<file path="config.mk">
export PLATFORM = sky130hd
export DESIGN_NAME = pong_match_ctrl_flat
export DESIGN_NICKNAME = d
export VERILOG_FILES = /design/src/rtl/pong_pkg.sv /design/src/rtl/pong_match_ctrl_if.sv /design/src/rtl/pong_delay_timer.sv /design/src/rtl/pong_match_ctrl.sv /design/src/flat_wrapper.sv
export SDC_FILE = /design/constraint.sdc
export NUM_CORES = 1
export LEC_CHECK = 0
export BUFFER_PORTS_ARGS = -buffer_cell sky130_fd_sc_hd__clkbuf_2
export CAP_MARGIN = 20
export CORE_ASPECT_RATIO = 0.9
export CORE_MARGIN = 5
export CORE_UTILIZATION = 40
export CTS_CLUSTER_DIAMETER = 100
export DETAILED_ROUTE_END_ITERATION = 6
export HOLD_SLACK_MARGIN = 0.12
export PLACE_DENSITY = 0.66
export SYNTH_ARGS = -nofsm -noshare
export SYNTH_HDL_FRONTEND = slang
export SYNTH_SLANG_ARGS = --single-unit
</file>
<file path="constraint.sdc">
create_clock -name clk_0 -period 5.17 [get_ports clk_0]
set_input_delay 0.7755 -clock clk_0 [delete_from_list [all_inputs] [get_ports clk_0]]
set_output_delay 0.7755 -clock clk_0 [all_outputs]
set_load 0.01 [all_outputs]
</file>
<file path="src/rtl/pong_pkg.sv">
// Shared encodings, widths and helpers for the Pong match controller.
package pong_pkg;

    localparam logic [1:0] MENU  = 2'd0;
    localparam logic [1:0] SERVE = 2'd1;
    localparam logic [1:0] PLAY  = 2'd2;
    localparam logic [1:0] OVER  = 2'd3;

    localparam int SCORE_W   = 4;
    localparam int SCORE_CAP = 15;
    localparam int CLK_HZ    = 25_175_000;

    typedef enum logic [1:0] {
        ST_MENU  = MENU,
        ST_SERVE = SERVE,
        ST_PLAY  = PLAY,
        ST_OVER  = OVER
    } state_t;

    typedef logic [SCORE_W-1:0] score_t;

    // Scores stop at the cap instead of wrapping back to zero.
    function automatic score_t score_inc(input score_t s);
        return (s == score_t'(SCORE_CAP)) ? s : s + score_t'(1);
    endfunction

endpackage

</file>
<file path="src/rtl/pong_match_ctrl_if.sv">
// Control bundle between the match sequencer (slave side) and the ball/paddle datapath
// plus input logic (master side).
interface pong_match_ctrl_if;
    import pong_pkg::*;

    logic               start_trigger;
    logic [1:0]         mode_choice;
    logic               miss_left;
    logic               miss_right;
    logic               game_startup;
    logic               game_over;
    logic               ball_run;
    logic               round_reset;
    logic               serve_dir;
    logic [1:0]         mode_latched;
    logic [SCORE_W-1:0] score_p1;
    logic [SCORE_W-1:0] score_p2;
    logic               winner;

    modport master (
        output start_trigger, mode_choice, miss_left, miss_right,
        input  game_startup, game_over, ball_run, round_reset, serve_dir,
               mode_latched, score_p1, score_p2, winner
    );

    modport slave (
        input  start_trigger, mode_choice, miss_left, miss_right,
        output game_startup, game_over, ball_run, round_reset, serve_dir,
               mode_latched, score_p1, score_p2, winner
    );

endinterface

</file>
<file path="src/rtl/pong_delay_timer.sv">
// Up-counter with synchronous clear and a sticky done flag raised on the edge the count
// reaches the terminal value; the count then holds until cleared.
module pong_delay_timer #(
    parameter int W = 8
) (
    input  logic         clk,
    input  logic         rst,
    input  logic         clear,
    input  logic [W-1:0] terminal,
    output logic         done
);

    logic [W-1:0] count_reg;
    logic [W-1:0] count_plus;

    assign count_plus = count_reg + W'(1);

    always_ff @(posedge clk or posedge rst) begin
        if (rst) begin
            count_reg <= '0;
            done      <= 1'b0;
        end else if (clear) begin
            count_reg <= '0;
            done      <= 1'b0;
        end else if (!done) begin
            count_reg <= count_plus;
            done      <= (count_plus == terminal);
        end
    end

endmodule

</file>
<file path="src/rtl/pong_match_ctrl.sv">
// Pong match sequencer: MENU -> SERVE -> PLAY -> OVER flow, scores and winner.
// Optional macro PONG_WIN_BY_TWO_EN enables the win-by-two (deuce) rule.
module pong_match_ctrl
    import pong_pkg::*;
#(
    parameter int MENU_GUARD  = 2_500_000,
    parameter int SERVE_DELAY = 50_350_000,
    parameter int MAX_SCORE   = 11
) (
    input  logic              clk_0,
    input  logic              rst,
    pong_match_ctrl_if.slave  bus
);

    localparam int CNT_MAX = (MENU_GUARD > SERVE_DELAY) ? MENU_GUARD : SERVE_DELAY;
    localparam int CNT_W   = $clog2(CNT_MAX + 1);
    localparam logic [CNT_W-1:0] GUARD_TERM = CNT_W'(MENU_GUARD);
    localparam logic [CNT_W-1:0] SERVE_TERM = CNT_W'(SERVE_DELAY);
    localparam score_t MAX_S = score_t'(MAX_SCORE);

    state_t     state_reg, state_next;
    score_t     score_p1_reg, score_p1_next;
    score_t     score_p2_reg, score_p2_next;
    logic       serve_dir_reg, serve_dir_next;
    logic [1:0] mode_reg, mode_next;
    logic       winner_reg, winner_next;
    logic       armed_reg, armed_next;
    logic       round_reset_reg, round_reset_next;
    logic       ball_run_reg, ball_run_next;
    logic       game_startup_reg, game_startup_next;
    logic       game_over_reg, game_over_next;

    logic             timer_clear;
    logic             timer_done;
    logic [CNT_W-1:0] timer_term;

    score_t p1_inc, p2_inc;
    logic   p1_win, p2_win;

    // One timer serves both the menu guard and the serve delay; every state change restarts it.
    assign timer_term  = (state_reg == ST_MENU) ? GUARD_TERM : SERVE_TERM;
    assign timer_clear = (state_next != state_reg);

    pong_delay_timer #(.W(CNT_W)) u_timer (
        .clk      (clk_0),
        .rst      (rst),
        .clear    (timer_clear),
        .terminal (timer_term),
        .done     (timer_done)
    );

    assign p1_inc = score_inc(score_p1_reg);
    assign p2_inc = score_inc(score_p2_reg);

`ifdef PONG_WIN_BY_TWO_EN
    logic [SCORE_W:0] p1_plus2, p2_plus2;
    assign p1_plus2 = {1'b0, score_p1_reg} + (SCORE_W+1)'(2);
    assign p2_plus2 = {1'b0, score_p2_reg} + (SCORE_W+1)'(2);
    // Lead of two required past the target; reaching the cap ends the match regardless.
    assign p1_win = ((p1_inc >= MAX_S) && ({1'b0, p1_inc} >= p2_plus2))
                    || (p1_inc == score_t'(SCORE_CAP));
    assign p2_win = ((p2_inc >= MAX_S) && ({1'b0, p2_inc} >= p1_plus2))
                    || (p2_inc == score_t'(SCORE_CAP));
`else
    assign p1_win = (p1_inc == MAX_S);
    assign p2_win = (p2_inc == MAX_S);
`endif

    always_comb begin
        state_next       = state_reg;
        score_p1_next    = score_p1_reg;
        score_p2_next    = score_p2_reg;
        serve_dir_next   = serve_dir_reg;
        mode_next        = mode_reg;
        winner_next      = winner_reg;
        armed_next       = armed_reg;
        round_reset_next = 1'b0;

        case (state_reg)
            ST_MENU: begin
                if (timer_done && bus.start_trigger && (bus.mode_choice != 2'd0)) begin
                    state_next       = ST_SERVE;
                    mode_next        = bus.mode_choice;
                    score_p1_next    = '0;
                    score_p2_next    = '0;
                    serve_dir_next   = 1'b0;
                    round_reset_next = 1'b1;
                end
            end
            ST_SERVE: begin
                if (timer_done) begin
                    state_next = ST_PLAY;
                end
            end
            ST_PLAY: begin
                // A right-wall miss takes priority when both walls report in one cycle.
                if (bus.miss_right) begin
                    score_p1_next  = p1_inc;
                    serve_dir_next = 1'b1;
                    if (p1_win) begin
                        state_next  = ST_OVER;
                        winner_next = 1'b0;
                        armed_next  = 1'b0;
                    end else begin
                        state_next       = ST_SERVE;
                        round_reset_next = 1'b1;
                    end
                end else if (bus.miss_left) begin
                    score_p2_next  = p2_inc;
                    serve_dir_next = 1'b0;
                    if (p2_win) begin
                        state_next  = ST_OVER;
                        winner_next = 1'b1;
                        armed_next  = 1'b0;
                    end else begin
                        state_next       = ST_SERVE;
                        round_reset_next = 1'b1;
                    end
                end
            end
            ST_OVER: begin
                // The key must be released once before a press can leave the result screen.
                if (!bus.start_trigger) begin
                    armed_next = 1'b1;
                end else if (armed_reg) begin
                    state_next = ST_MENU;
                    armed_next = 1'b0;
                end
            end
            default: state_next = ST_MENU;
        endcase

        game_startup_next = (state_next == ST_MENU);
        game_over_next    = (state_next == ST_OVER);
        ball_run_next     = (state_next == ST_PLAY);
    end

    always_ff @(posedge clk_0 or posedge rst) begin
        if (rst) begin
            state_reg        <= ST_MENU;
            score_p1_reg     <= '0;
            score_p2_reg     <= '0;
            serve_dir_reg    <= 1'b0;
            mode_reg         <= 2'd0;
            winner_reg       <= 1'b0;
            armed_reg        <= 1'b0;
            round_reset_reg  <= 1'b0;
            ball_run_reg     <= 1'b0;
            game_startup_reg <= 1'b1;
            game_over_reg    <= 1'b0;
        end else begin
            state_reg        <= state_next;
            score_p1_reg     <= score_p1_next;
            score_p2_reg     <= score_p2_next;
            serve_dir_reg    <= serve_dir_next;
            mode_reg         <= mode_next;
            winner_reg       <= winner_next;
            armed_reg        <= armed_next;
            round_reset_reg  <= round_reset_next;
            ball_run_reg     <= ball_run_next;
            game_startup_reg <= game_startup_next;
            game_over_reg    <= game_over_next;
        end
    end

    assign bus.game_startup = game_startup_reg;
    assign bus.game_over    = game_over_reg;
    assign bus.ball_run     = ball_run_reg;
    assign bus.round_reset  = round_reset_reg;
    assign bus.serve_dir    = serve_dir_reg;
    assign bus.mode_latched = mode_reg;
    assign bus.score_p1     = score_p1_reg;
    assign bus.score_p2     = score_p2_reg;
    assign bus.winner       = winner_reg;

endmodule

</file>
<file path="src/flat_wrapper.sv">
// flat-port wrapper written by rule: the top's interface ports become plain ports
module pong_match_ctrl_flat import pong_pkg::*;
#(
    parameter int MENU_GUARD  = 2_500_000,
    parameter int SERVE_DELAY = 50_350_000,
    parameter int MAX_SCORE   = 11
)
  (clk_0, rst, bus_start_trigger, bus_mode_choice, bus_miss_left, bus_miss_right, bus_game_startup, bus_game_over, bus_ball_run, bus_round_reset, bus_serve_dir, bus_mode_latched, bus_score_p1, bus_score_p2, bus_winner);
  pong_match_ctrl_if bus_i ();
  input  logic clk_0;
  input  logic rst;
  input wire logic [$bits(bus_i.start_trigger)-1:0] bus_start_trigger;
  input wire logic [$bits(bus_i.mode_choice)-1:0] bus_mode_choice;
  input wire logic [$bits(bus_i.miss_left)-1:0] bus_miss_left;
  input wire logic [$bits(bus_i.miss_right)-1:0] bus_miss_right;
  output wire logic [$bits(bus_i.game_startup)-1:0] bus_game_startup;
  output wire logic [$bits(bus_i.game_over)-1:0] bus_game_over;
  output wire logic [$bits(bus_i.ball_run)-1:0] bus_ball_run;
  output wire logic [$bits(bus_i.round_reset)-1:0] bus_round_reset;
  output wire logic [$bits(bus_i.serve_dir)-1:0] bus_serve_dir;
  output wire logic [$bits(bus_i.mode_latched)-1:0] bus_mode_latched;
  output wire logic [$bits(bus_i.score_p1)-1:0] bus_score_p1;
  output wire logic [$bits(bus_i.score_p2)-1:0] bus_score_p2;
  output wire logic [$bits(bus_i.winner)-1:0] bus_winner;
  assign bus_i.start_trigger = bus_start_trigger;
  assign bus_i.mode_choice = bus_mode_choice;
  assign bus_i.miss_left = bus_miss_left;
  assign bus_i.miss_right = bus_miss_right;
  assign bus_game_startup = bus_i.game_startup;
  assign bus_game_over = bus_i.game_over;
  assign bus_ball_run = bus_i.ball_run;
  assign bus_round_reset = bus_i.round_reset;
  assign bus_serve_dir = bus_i.serve_dir;
  assign bus_mode_latched = bus_i.mode_latched;
  assign bus_score_p1 = bus_i.score_p1;
  assign bus_score_p2 = bus_i.score_p2;
  assign bus_winner = bus_i.winner;
  pong_match_ctrl #(.MENU_GUARD(MENU_GUARD), .SERVE_DELAY(SERVE_DELAY), .MAX_SCORE(MAX_SCORE)) u_core (.clk_0(clk_0), .rst(rst), .bus(bus_i));
endmodule
</file>
==> results of run 1 <==
-- metrics by stage --
stage	total power (W)	std cells	setup WS, ns	hold WS [ns]	utilization
2_1_floorplan	0.0006055	316	2.848	0.4623	-
3_3_place_gp	0.0006466	416	2.639	0.4904	0.4385
3_5_place_dp	0.0006531	416	2.571	0.5001	0.4385
4_1_cts	0.0009864	424	2.601	0.5223	0.4601
5_1_grt	0.001036	425	2.340	0.4219	0.4631
6_report	0.0009751	425	2.565	0.4083	0.4631
-- synth_stat cells, drive strengths merged (4+ instances only) --
cell and number:
nor4 4, nor3 11, clkbuf 11, xnor2 18
nand2b 4, inv 11, nand3 13, nor2 54
or4 4, mux2i 5, o21ai 14, or2 5
a211oi 4, nand2 38, nand4 7, xor2 10
dfrtp 45, and2 4, a21oi 8
-- worst max-delay path: cells and delay by family (launching register included) --
kind | cells | cell delay (ns)
adder cells (fa/ha/maj) | 1 | 0.22
AND/OR/NAND/NOR | 4 | 1.36
flip-flops | 1 | 0.43
AO/OA/AOI/OAI | 3 | 0.55
-- logic make-up (layout without fill, tap and decap cells) --
kind of cell	Yosys count	in the layout
simple gates	162	162
mux	8	8
fa+ha+maj	3	3
flops	46	46
buf+inv	24	43
xor+xnor	28	28
compound gates	45	45
-- placed cells by master (no fill, tap or decap), types with 8 or more instances in the layout --
cell                       count
sky130_fd_sc_hd__dfrtp_1      45
sky130_fd_sc_hd__nand3_1      13
sky130_fd_sc_hd__nor3_1       11
sky130_fd_sc_hd__clkbuf_2     22
sky130_fd_sc_hd__xor2_1       10
sky130_fd_sc_hd__nand2_1      38
sky130_fd_sc_hd__a21oi_1       8
sky130_fd_sc_hd__o21ai_0      13
sky130_fd_sc_hd__nor2_1       54
sky130_fd_sc_hd__xnor2_1      18
sky130_fd_sc_hd__inv_1        10
-- routing by layer --
layer  track usage  up-vias  wire length, um
li1              -     1132                -
met1        0.2083     1038             3079
met2        0.2206       38             2427
met3       0.03424        2              250
met4       0.01531        0               17
met5             0        -                0
-- power breakdown --
group | internal, W | total [W] | switching (W)
clock | 0.000206 | 0.000328 | 0.000122
combinational | 0.0000796 | 0.000175 | 0.0000953
sequential | 0.000402 | 0.000472 | 0.0000707
-- final timing paths --
kind	from	end	slack [ns]	cells past startpoint
max	u_core.u_timer.count_reg[0]	u_core.u_timer.done	2.57	8
min	rst	u_core.u_timer.count_reg[17]	0.41	2
max reg2reg	u_core.u_timer.count_reg[0]	u_core.u_timer.done	2.57	8
min reg2reg	u_core.bus.mode_latched[1]	u_core.bus.mode_latched[1]	0.51	2
max in group asynchronous	rst	u_core.bus.game_startup	4.21	3
min in group clk_0	u_core.bus.mode_latched[1]	u_core.bus.mode_latched[1]	0.51	2
-- cell type report --
cell class                      count  area share
Clock inverter                      2     0.01969
Clock buffer                        6     0.02707
Sequential cell                    46      0.3778
Timing Repair Buffer               24     0.04512
Inverter                           11     0.01354
Multi-Input combinational cell    246      0.4799
Tap cell                           90     0.03692
==> metrics.txt, run 1 <==
# TYPE chip_impl_metric gauge
chip_impl_info{name="outcome",value="complete, no violations"} 1
chip_impl_metric{name="synthesis.yosys.warnings",unit=""} 0
chip_impl_metric{name="maxSlewHeadroom",unit=""} 0.4480
chip_impl_info{name="tritoncts",value="built"} 1
chip_impl_metric{name="cts_num_sinks",unit=""} 46
chip_impl_metric{name="synth_async_sr_flop_share",unit=""} 1.000
chip_impl_info{name="timing_worst_setup_path_type",value="register to register"} 1
chip_impl_metric{name="hpwlAfterDp",unit="mm"} 4.119
chip_impl_metric{name="cts_resized",unit=""} 0
chip_impl_metric{name="mappedNetlistArea",unit="um^2"} 2710
chip_impl_metric{name="post_synth_xor_area_fraction",unit=""} 0.09049
chip_impl_metric{name="final_layout_setup_total_negative_slack",unit="ns"} 0
chip_impl_metric{name="dieArea",unit="um^2"} 8524
chip_impl_metric{name="post-synth-top-area-fraction",unit=""} 0.4155
chip_impl_metric{name="grt_pass1_vias",unit=""} 2125
chip_impl_metric{name="routed_wirelength",unit="mm"} 5.775
chip_impl_metric{name="setup-violations-final",unit=""} 0
chip_impl_metric{name="routed_via_density",unit=""} 5.200
chip_impl_metric{name="placed_area",unit="um^2"} 2888
chip_impl_info{name="crit_chain",value="ha_1 > nand4_1 > nor4_1 > nand2_1 > o31ai_1 > o211ai_1 > and4b_1 > a32o_1"} 1
chip_impl_metric{name="post-route-period-util",unit=""} 0.5038
chip_impl_metric{name="finish.instance_area",unit="um^2"} 3050
chip_impl_metric{name="first_iter_violations",unit=""} 133
chip_impl_info{name="type_of_destination_of_the_critical_path",value="register"} 1
chip_impl_metric{name="boundaryPins",unit=""} 23
chip_impl_metric{name="ir_drop",unit="mV"} 0.1280
chip_impl_info{name="root_buffer",value="sky130_fd_sc_hd__clkbuf_8"} 1
chip_impl_metric{name="largest_register_ffs",unit=""} 26
chip_impl_metric{name="post_synthesis_share_of_cell_area_spent_on_full_adders_half_adders_and_majority_gates",unit=""} 0.01385
chip_impl_info{name="timing.critical_path.slowest_stage_cell",value="sky130_fd_sc_hd__nor4_1"} 1
chip_impl_metric{name="drt_first_pass_iters",unit=""} 4
chip_impl_metric{name="routed_wire_length_per_instance",unit="um"} 13.59
chip_impl_metric{name="worst_clock_skew",unit="ns"} 0.007518
chip_impl_metric{name="crit_path_max_incr_delay",unit="ns"} 0.66
chip_impl_metric{name="final-max-slew-violation-count",unit=""} 0
chip_impl_metric{name="initial_core_util",unit=""} 0.4115
chip_impl_metric{name="placementRows",unit=""} 28
chip_impl_info{name="synth_top_family_by_area",value="simple AND/OR/NAND/NOR gates"} 1
chip_impl_metric{name="drtAntennaViolNets",unit=""} 0
chip_impl_metric{name="cp.arrival",unit="ns"} 2.84
chip_impl_metric{name="layout.filler_cells",unit=""} 657
chip_impl_metric{name="synth-seq-area-share",unit=""} 0.4252
chip_impl_info{name="postSynth.topFlopCell",value="sky130_fd_sc_hd__dfrtp_1"} 1
chip_impl_info{name="hold_path.class",value="primary input to asynchronous set/reset pin"} 1
chip_impl_metric{name="tightest_slew",unit="ns"} 0.8177
chip_impl_metric{name="grt_usage",unit=""} 0.1418
chip_impl_metric{name="core-area",unit="um^2"} 6586
chip_impl_metric{name="number_of_synthesized_flops_with_an_enable_pin",unit=""} 0
chip_impl_info{name="unrepaired_setup_endpoints_after_global_routing",value="no"} 1
chip_impl_metric{name="cts_post_setup_buffers_inserted",unit=""} 0
chip_impl_metric{name="number_of_max_cap_violations",unit=""} 0
chip_impl_info{name="synth_top_cells_by_area",value="sky130_fd_sc_hd__dfrtp_1 (42%), sky130_fd_sc_hd__nor2_1 (7.5%), sky130_fd_sc_hd__xnor2_1 (5.8%), sky130_fd_sc_hd__nand2_1 (5.3%), sky130_fd_sc_hd__xor2_1 (3.2%)"} 1
chip_impl_metric{name="leakage",unit="nW"} 1.303
chip_impl_metric{name="grt-ovfl-total",unit=""} 0
chip_impl_metric{name="layout-drive-gt1-share",unit=""} 0.1373
chip_impl_metric{name="synth.net_count",unit=""} 326
chip_impl_metric{name="hold_viol_final",unit=""} 0
chip_impl_info{name="synth_top_area_cell",value="sky130_fd_sc_hd__dfrtp_1"} 1
chip_impl_metric{name="die_w",unit="um"} 96.77
chip_impl_metric{name="power.density_cell_area",unit="nW/um^2"} 319.7
chip_impl_metric{name="layout.nets",unit=""} 344
chip_impl_metric{name="muxShareOfSynthArea",unit=""} 0.03093
chip_impl_metric{name="gp_congestion",unit=""} 0.8164
chip_impl_metric{name="clk_transition_reported_paths",unit="ns"} 0.09
chip_impl_metric{name="synth_cells",unit=""} 316
chip_impl_info{name="worst_setup_path_start_kind",value="register"} 1
chip_impl_metric{name="grt_pass1_wl",unit="mm"} 10.12
chip_impl_metric{name="synth_seq_cells",unit=""} 46
chip_impl_metric{name="antennaDiodeCount",unit=""} 0
chip_impl_metric{name="antenna_found_initial",unit=""} 0
chip_impl_metric{name="timing.critical_path.fanout_max",unit=""} 7
chip_impl_metric{name="cts_max_level",unit=""} 2
chip_impl_metric{name="residual_drc_count",unit=""} 0
chip_impl_metric{name="post_synth.cell_area_avg",unit="um^2"} 8.576
chip_impl_metric{name="multiInputGateArea",unit="um^2"} 1464
chip_impl_metric{name="timing.fmax",unit="GHz"} 0.3839
chip_impl_metric{name="clock_latency",unit="ns"} 0.29
chip_impl_metric{name="floorplan.die.height",unit="um"} 88.09
chip_impl_metric{name="pin_count_of_the_biggest_net_entering_global_routing",unit=""} 47
chip_impl_metric{name="area_delta_synth_final",unit="%"} 12.56
chip_impl_metric{name="layout.area.seq",unit="um^2"} 1152
chip_impl_metric{name="synth-compound-area-share",unit=""} 0.1076
chip_impl_metric{name="critPathRequiredTime",unit="ns"} 5.41
chip_impl_metric{name="port_buffers",unit=""} 22
chip_impl_metric{name="routed-via-count",unit=""} 2210
chip_impl_metric{name="cts_hold_buf",unit=""} 0
chip_impl_metric{name="yosysUniqueCellTypes",unit=""} 51
chip_impl_metric{name="final_period_minus_worst_setup_slack",unit="ns"} 2.605
chip_impl_metric{name="cts_made_buffers",unit=""} 5
chip_impl_metric{name="synth-simple-area-share",unit=""} 0.2973
chip_impl_metric{name="max_buffers_root_to_sink",unit=""} 2
Note: power is estimated with default switching activity, not from simulation.
==> inputs of run 2 (changes only) <==
--- a/config.mk
+++ b/config.mk
@@ -5,6 +5,7 @@
 export SDC_FILE = /design/constraint.sdc
 export NUM_CORES = 1
 export LEC_CHECK = 0
+export ABC_AREA = 1
 export BUFFER_PORTS_ARGS = -buffer_cell sky130_fd_sc_hd__clkbuf_2
 export CAP_MARGIN = 20
 export CORE_ASPECT_RATIO = 0.9
==> constraint.sdc (replaced) <==
create_clock -name clk_0 -period 2.5 [get_ports clk_0]
set_input_delay 0.375 -clock clk_0 [delete_from_list [all_inputs] [get_ports clk_0]]
set_output_delay 0.375 -clock clk_0 [all_outputs]
set_load 0.01 [all_outputs]
==> run 2 against run 1 <==
Effect of this change: count of clock-buffer cells in the layout unchanged; register-to-register slack worse by 2.2 ns; combinational power rose to 4.9 times the previous value; global-route usage up 2.9 points; critical path type unchanged; sequential power up 110%; largest cell class unchanged.
==> metrics.txt, run 2 <==
# TYPE chip_impl_metric gauge
chip_impl_metric{name="crit_path_max_incr_delay",unit="ns"} 0.46
chip_impl_info{name="root_buffer",value="sky130_fd_sc_hd__clkbuf_8"} 1
chip_impl_metric{name="placementRows",unit=""} 29
chip_impl_metric{name="final.setup.worst_slack",unit="ns"} 0.3158
chip_impl_metric{name="critPathRequiredTime",unit="ns"} 2.75
chip_impl_metric{name="final_layout_setup_total_negative_slack",unit="ns"} 0
chip_impl_metric{name="die_w",unit="um"} 101.0
chip_impl_metric{name="synth_seq_cells",unit=""} 46
chip_impl_metric{name="routed_wirelength",unit="mm"} 7.392
chip_impl_info{name="type_of_destination_of_the_critical_path",value="register"} 1
chip_impl_info{name="synth_top_area_cell",value="sky130_fd_sc_hd__dfrtp_1"} 1
chip_impl_metric{name="residual_drc_count",unit=""} 0
chip_impl_metric{name="area_delta_synth_final",unit="%"} 12.17
chip_impl_metric{name="leakage",unit="nW"} 1.536
chip_impl_metric{name="reg2reg_depth",unit=""} 13
chip_impl_info{name="worst_setup_path_start_kind",value="register"} 1
chip_impl_info{name="timing.critical_path.slowest_stage_cell",value="sky130_fd_sc_hd__dfrtp_2"} 1
chip_impl_info{name="worst_path_dominant_cell_family",value="simple AND/OR/NAND/NOR gates"} 1
chip_impl_metric{name="grt_pass1_wl",unit="mm"} 12.83
chip_impl_metric{name="core-area",unit="um^2"} 7148
chip_impl_metric{name="timing.fmax",unit="GHz"} 0.4578
chip_impl_metric{name="power.density_cell_area",unit="nW/um^2"} 762.2
chip_impl_metric{name="tightest_slew",unit="ns"} 0.3934
chip_impl_info{name="synth_top_cells_by_area",value="sky130_fd_sc_hd__dfrtp_1 (38%), sky130_fd_sc_hd__nand2_1 (15%), sky130_fd_sc_hd__nor2_1 (6.9%), sky130_fd_sc_hd__inv_1 (6.5%), sky130_fd_sc_hd__nand3_1 (6.4%)"} 1
chip_impl_metric{name="ir_drop",unit="mV"} 0.4714
chip_impl_metric{name="worst_clock_skew",unit="ns"} 0.007798
chip_impl_metric{name="pre_cts_slack",unit="ns"} 0.2438
chip_impl_metric{name="yosysUniqueCellTypes",unit=""} 35
chip_impl_metric{name="number_of_synthesized_flops_with_an_enable_pin",unit=""} 0
chip_impl_metric{name="pin_count_of_the_biggest_net_entering_global_routing",unit=""} 29
chip_impl_metric{name="layout-drive-gt1-share",unit=""} 0.1447
chip_impl_metric{name="max_buffers_root_to_sink",unit=""} 2
chip_impl_metric{name="grt_usage",unit=""} 0.1704
chip_impl_metric{name="maxSlewHeadroom",unit=""} 0.7350
chip_impl_metric{name="mappedNetlistArea",unit="um^2"} 2982
chip_impl_metric{name="dieArea",unit="um^2"} 9283
chip_impl_metric{name="post_synth.cell_area_avg",unit="um^2"} 6.966
chip_impl_metric{name="hpwlAfterDp",unit="mm"} 5.755
chip_impl_metric{name="clock_latency",unit="ns"} 0.31
chip_impl_metric{name="cts_num_sinks",unit=""} 46
chip_impl_metric{name="synth_async_sr_flop_share",unit=""} 1.000
chip_impl_metric{name="first_iter_violations",unit=""} 178
chip_impl_metric{name="synth.net_count",unit=""} 438
chip_impl_metric{name="cp.arrival",unit="ns"} 2.44
chip_impl_metric{name="antennaDiodeCount",unit=""} 0
chip_impl_info{name="tritoncts",value="built"} 1
chip_impl_info{name="hold_path_startpoint",value="bus_start_trigger"} 1
chip_impl_metric{name="initial_core_util",unit=""} 0.4171
chip_impl_metric{name="routed-via-count",unit=""} 2861
chip_impl_metric{name="final_period_minus_worst_setup_slack",unit="ns"} 2.184
chip_impl_info{name="postSynth.topFlopCell",value="sky130_fd_sc_hd__dfrtp_1"} 1
chip_impl_info{name="unrepaired_setup_endpoints_after_global_routing",value="no"} 1
chip_impl_metric{name="timing.reg2reg.setup_slack",unit="ns"} 0.32
chip_impl_info{name="outcome",value="complete, no violations"} 1
chip_impl_metric{name="fin_util",unit=""} 0.4679
chip_impl_metric{name="timing.critical_path.fanout_max",unit=""} 7
chip_impl_metric{name="worst_hold_path.num_cells",unit=""} 2
chip_impl_metric{name="layout.filler_cells",unit=""} 708
chip_impl_info{name="most-common-layout-cells",value="sky130_fd_sc_hd__nand2_1 (122), sky130_fd_sc_hd__nor2_1 (55), sky130_fd_sc_hd__inv_1 (51), sky130_fd_sc_hd__dfrtp_1 (44), sky130_fd_sc_hd__nand3_1 (38)"} 1
chip_impl_metric{name="cts_max_level",unit=""} 2
chip_impl_metric{name="final_cell_count_no_fill",unit=""} 549
chip_impl_info{name="reg2reg_to",value="u_core.u_timer.done"} 1
chip_impl_metric{name="post-synth-top-area-fraction",unit=""} 0.3777
chip_impl_info{name="crit_chain",value="ha_2 > nand3_1 > inv_1 > nand2_1 > o21ai_0 > nand2_1 > nor2_1 > nand2_1 > nor2_1 > nand2_1 > nor2_1 > nand3_1 > nand2_1"} 1
chip_impl_metric{name="antenna_found_initial",unit=""} 0
chip_impl_info{name="yosysMostFrequentCell",value="sky130_fd_sc_hd__nand2_1"} 1
chip_impl_metric{name="synth_cells",unit=""} 428
chip_impl_metric{name="cts_made_buffers",unit=""} 5
chip_impl_info{name="hold_path.class",value="primary input to register"} 1
chip_impl_metric{name="port_buffers",unit=""} 22
chip_impl_metric{name="synth-seq-area-share",unit=""} 0.3865
chip_impl_metric{name="layout.nets",unit=""} 465
chip_impl_info{name="holdPathEnd",value="u_core.armed_reg"} 1
chip_impl_metric{name="power.total",unit="W"} 0.002549
chip_impl_info{name="synth.cells.most_frequent",value="sky130_fd_sc_hd__nand2_1 (122), sky130_fd_sc_hd__nor2_1 (55), sky130_fd_sc_hd__inv_1 (52)"} 1
chip_impl_metric{name="largest_register_ffs",unit=""} 26
chip_impl_metric{name="routed_wire_length_per_instance",unit="um"} 13.46
chip_impl_metric{name="dp.cells",unit=""} 540
chip_impl_metric{name="gp_congestion",unit=""} 0.9175
chip_impl_metric{name="hold_viol_final",unit=""} 0
chip_impl_metric{name="synthesis.yosys.warnings",unit=""} 0
chip_impl_metric{name="routed_via_density",unit=""} 5.211
chip_impl_metric{name="clk_transition_reported_paths",unit="ns"} 0.09
chip_impl_metric{name="grt-ovfl-total",unit=""} 0
chip_impl_metric{name="drt_first_pass_iters",unit=""} 5
chip_impl_metric{name="critPathBufInv",unit=""} 1
chip_impl_info{name="timing_worst_setup_path_type",value="register to register"} 1
chip_impl_metric{name="setup-violations-final",unit=""} 0
chip_impl_info{name="final_common_cell",value="sky130_fd_sc_hd__nand2_1"} 1
chip_impl_metric{name="grt_pass1_vias",unit=""} 2689
chip_impl_metric{name="number_of_max_cap_violations",unit=""} 0
chip_impl_metric{name="floorplan.die.height",unit="um"} 91.91
chip_impl_info{name="crit_path_frequent_cell",value="sky130_fd_sc_hd__nand2_1"} 1
chip_impl_metric{name="final-max-slew-violation-count",unit=""} 0
chip_impl_metric{name="boundaryPins",unit=""} 23
chip_impl_metric{name="drtAntennaViolNets",unit=""} 0
chip_impl_info{name="rr_startpoint",value="u_core.u_timer.count_reg[0]"} 1
chip_impl_metric{name="post-route-period-util",unit=""} 0.8737
==> run 2: changes by cell type in the layout (fill, tap and decap cells not counted), sizes merged, moves of 8 or more <==
cell,change
nor3,-8
a21oi,+8
xnor2,-17
nand2,+87
nand3,+25
o21ai,+18
inv,+46
==> run 2: timing repair <==
item,in CTS,in global routing
endpoints found under the setup margin,0,1
endpoints found under the hold margin,13,0
buffers inserted,0,0
gates resized for setup,0,2
hold buffers,1,0
==> run 2: how the worst max path moves through the flow <==
| stage | from | end | slack, ns | depth (start not counted) |
|---|---|---|---|---|
| after global routing | u_core.u_timer.count_reg[0] | u_core.u_timer.done | 0.08 | 13 |
| after global placement | u_core.u_timer.count_reg[0] | u_core.u_timer.done | 0.24 | 13 |
| after CTS | u_core.u_timer.count_reg[0] | u_core.u_timer.done | 0.18 | 13 |
| final | u_core.u_timer.count_reg[0] | u_core.u_timer.done | 0.32 | 13 |
| after detailed placement | u_core.u_timer.count_reg[0] | u_core.u_timer.done | 0.24 | 13 |
| after floorplan | u_core.u_timer.count_reg[0] | u_core.u_timer.done | 0.71 | 13 |
==> run 2: kinds of logic after synthesis <==
kind of cell | after synthesis | share of synthesized area
compound gates | 62 | 0.1271
xor+xnor | 9 | 0.02644
fa+ha+maj | 3 | 0.01259
buf+inv | 66 | 0.09358
flops | 46 | 0.3865
mux | 2 | 0.007553
simple gates | 240 | 0.3462
==> run 2: area by class of cell <==
| cell class | count | area (um^2) | area share |
|---|---|---|---|
| multi-input combinational | 316 | 1553 | 0.4643 |
| sequential | 46 | 1154 | 0.3449 |
| inverter | 57 | 214.0 | 0.06397 |
| timing repair buffer | 29 | 165.2 | 0.04938 |
| tap | 93 | 116.4 | 0.03479 |
| clock buffer | 6 | 82.58 | 0.02469 |
| clock inverter | 2 | 60.06 | 0.01796 |
==> run 2: layer usage <==
metal	vias up	track usage	share of wire
li1	1435	-	-
met1	1351	0.2417	0.49
met2	66	0.2643	0.44
met3	9	0.03263	0.054
met4	0	0.04873	0.014
met5	-	0	0
==> run 2: power breakdown <==
part           leakage [nW]  switching, W  internal [W]
combinational         0.852      0.000546      0.000305
sequential            0.613      0.000135      0.000867
clock                0.0714      0.000270      0.000426
==> run 2: metrics by stage <==
stage | instance area, um^2 | hold WS (ns)
4_1_cts | 3341 | 0.2827
6_report | 3344 | 0.2848
2_1_floorplan | 2982 | 0.4522
3_5_place_dp | 3188 | 0.3410
5_1_grt | 3344 | 0.3043
3_3_place_gp | 3188 | 0.3368
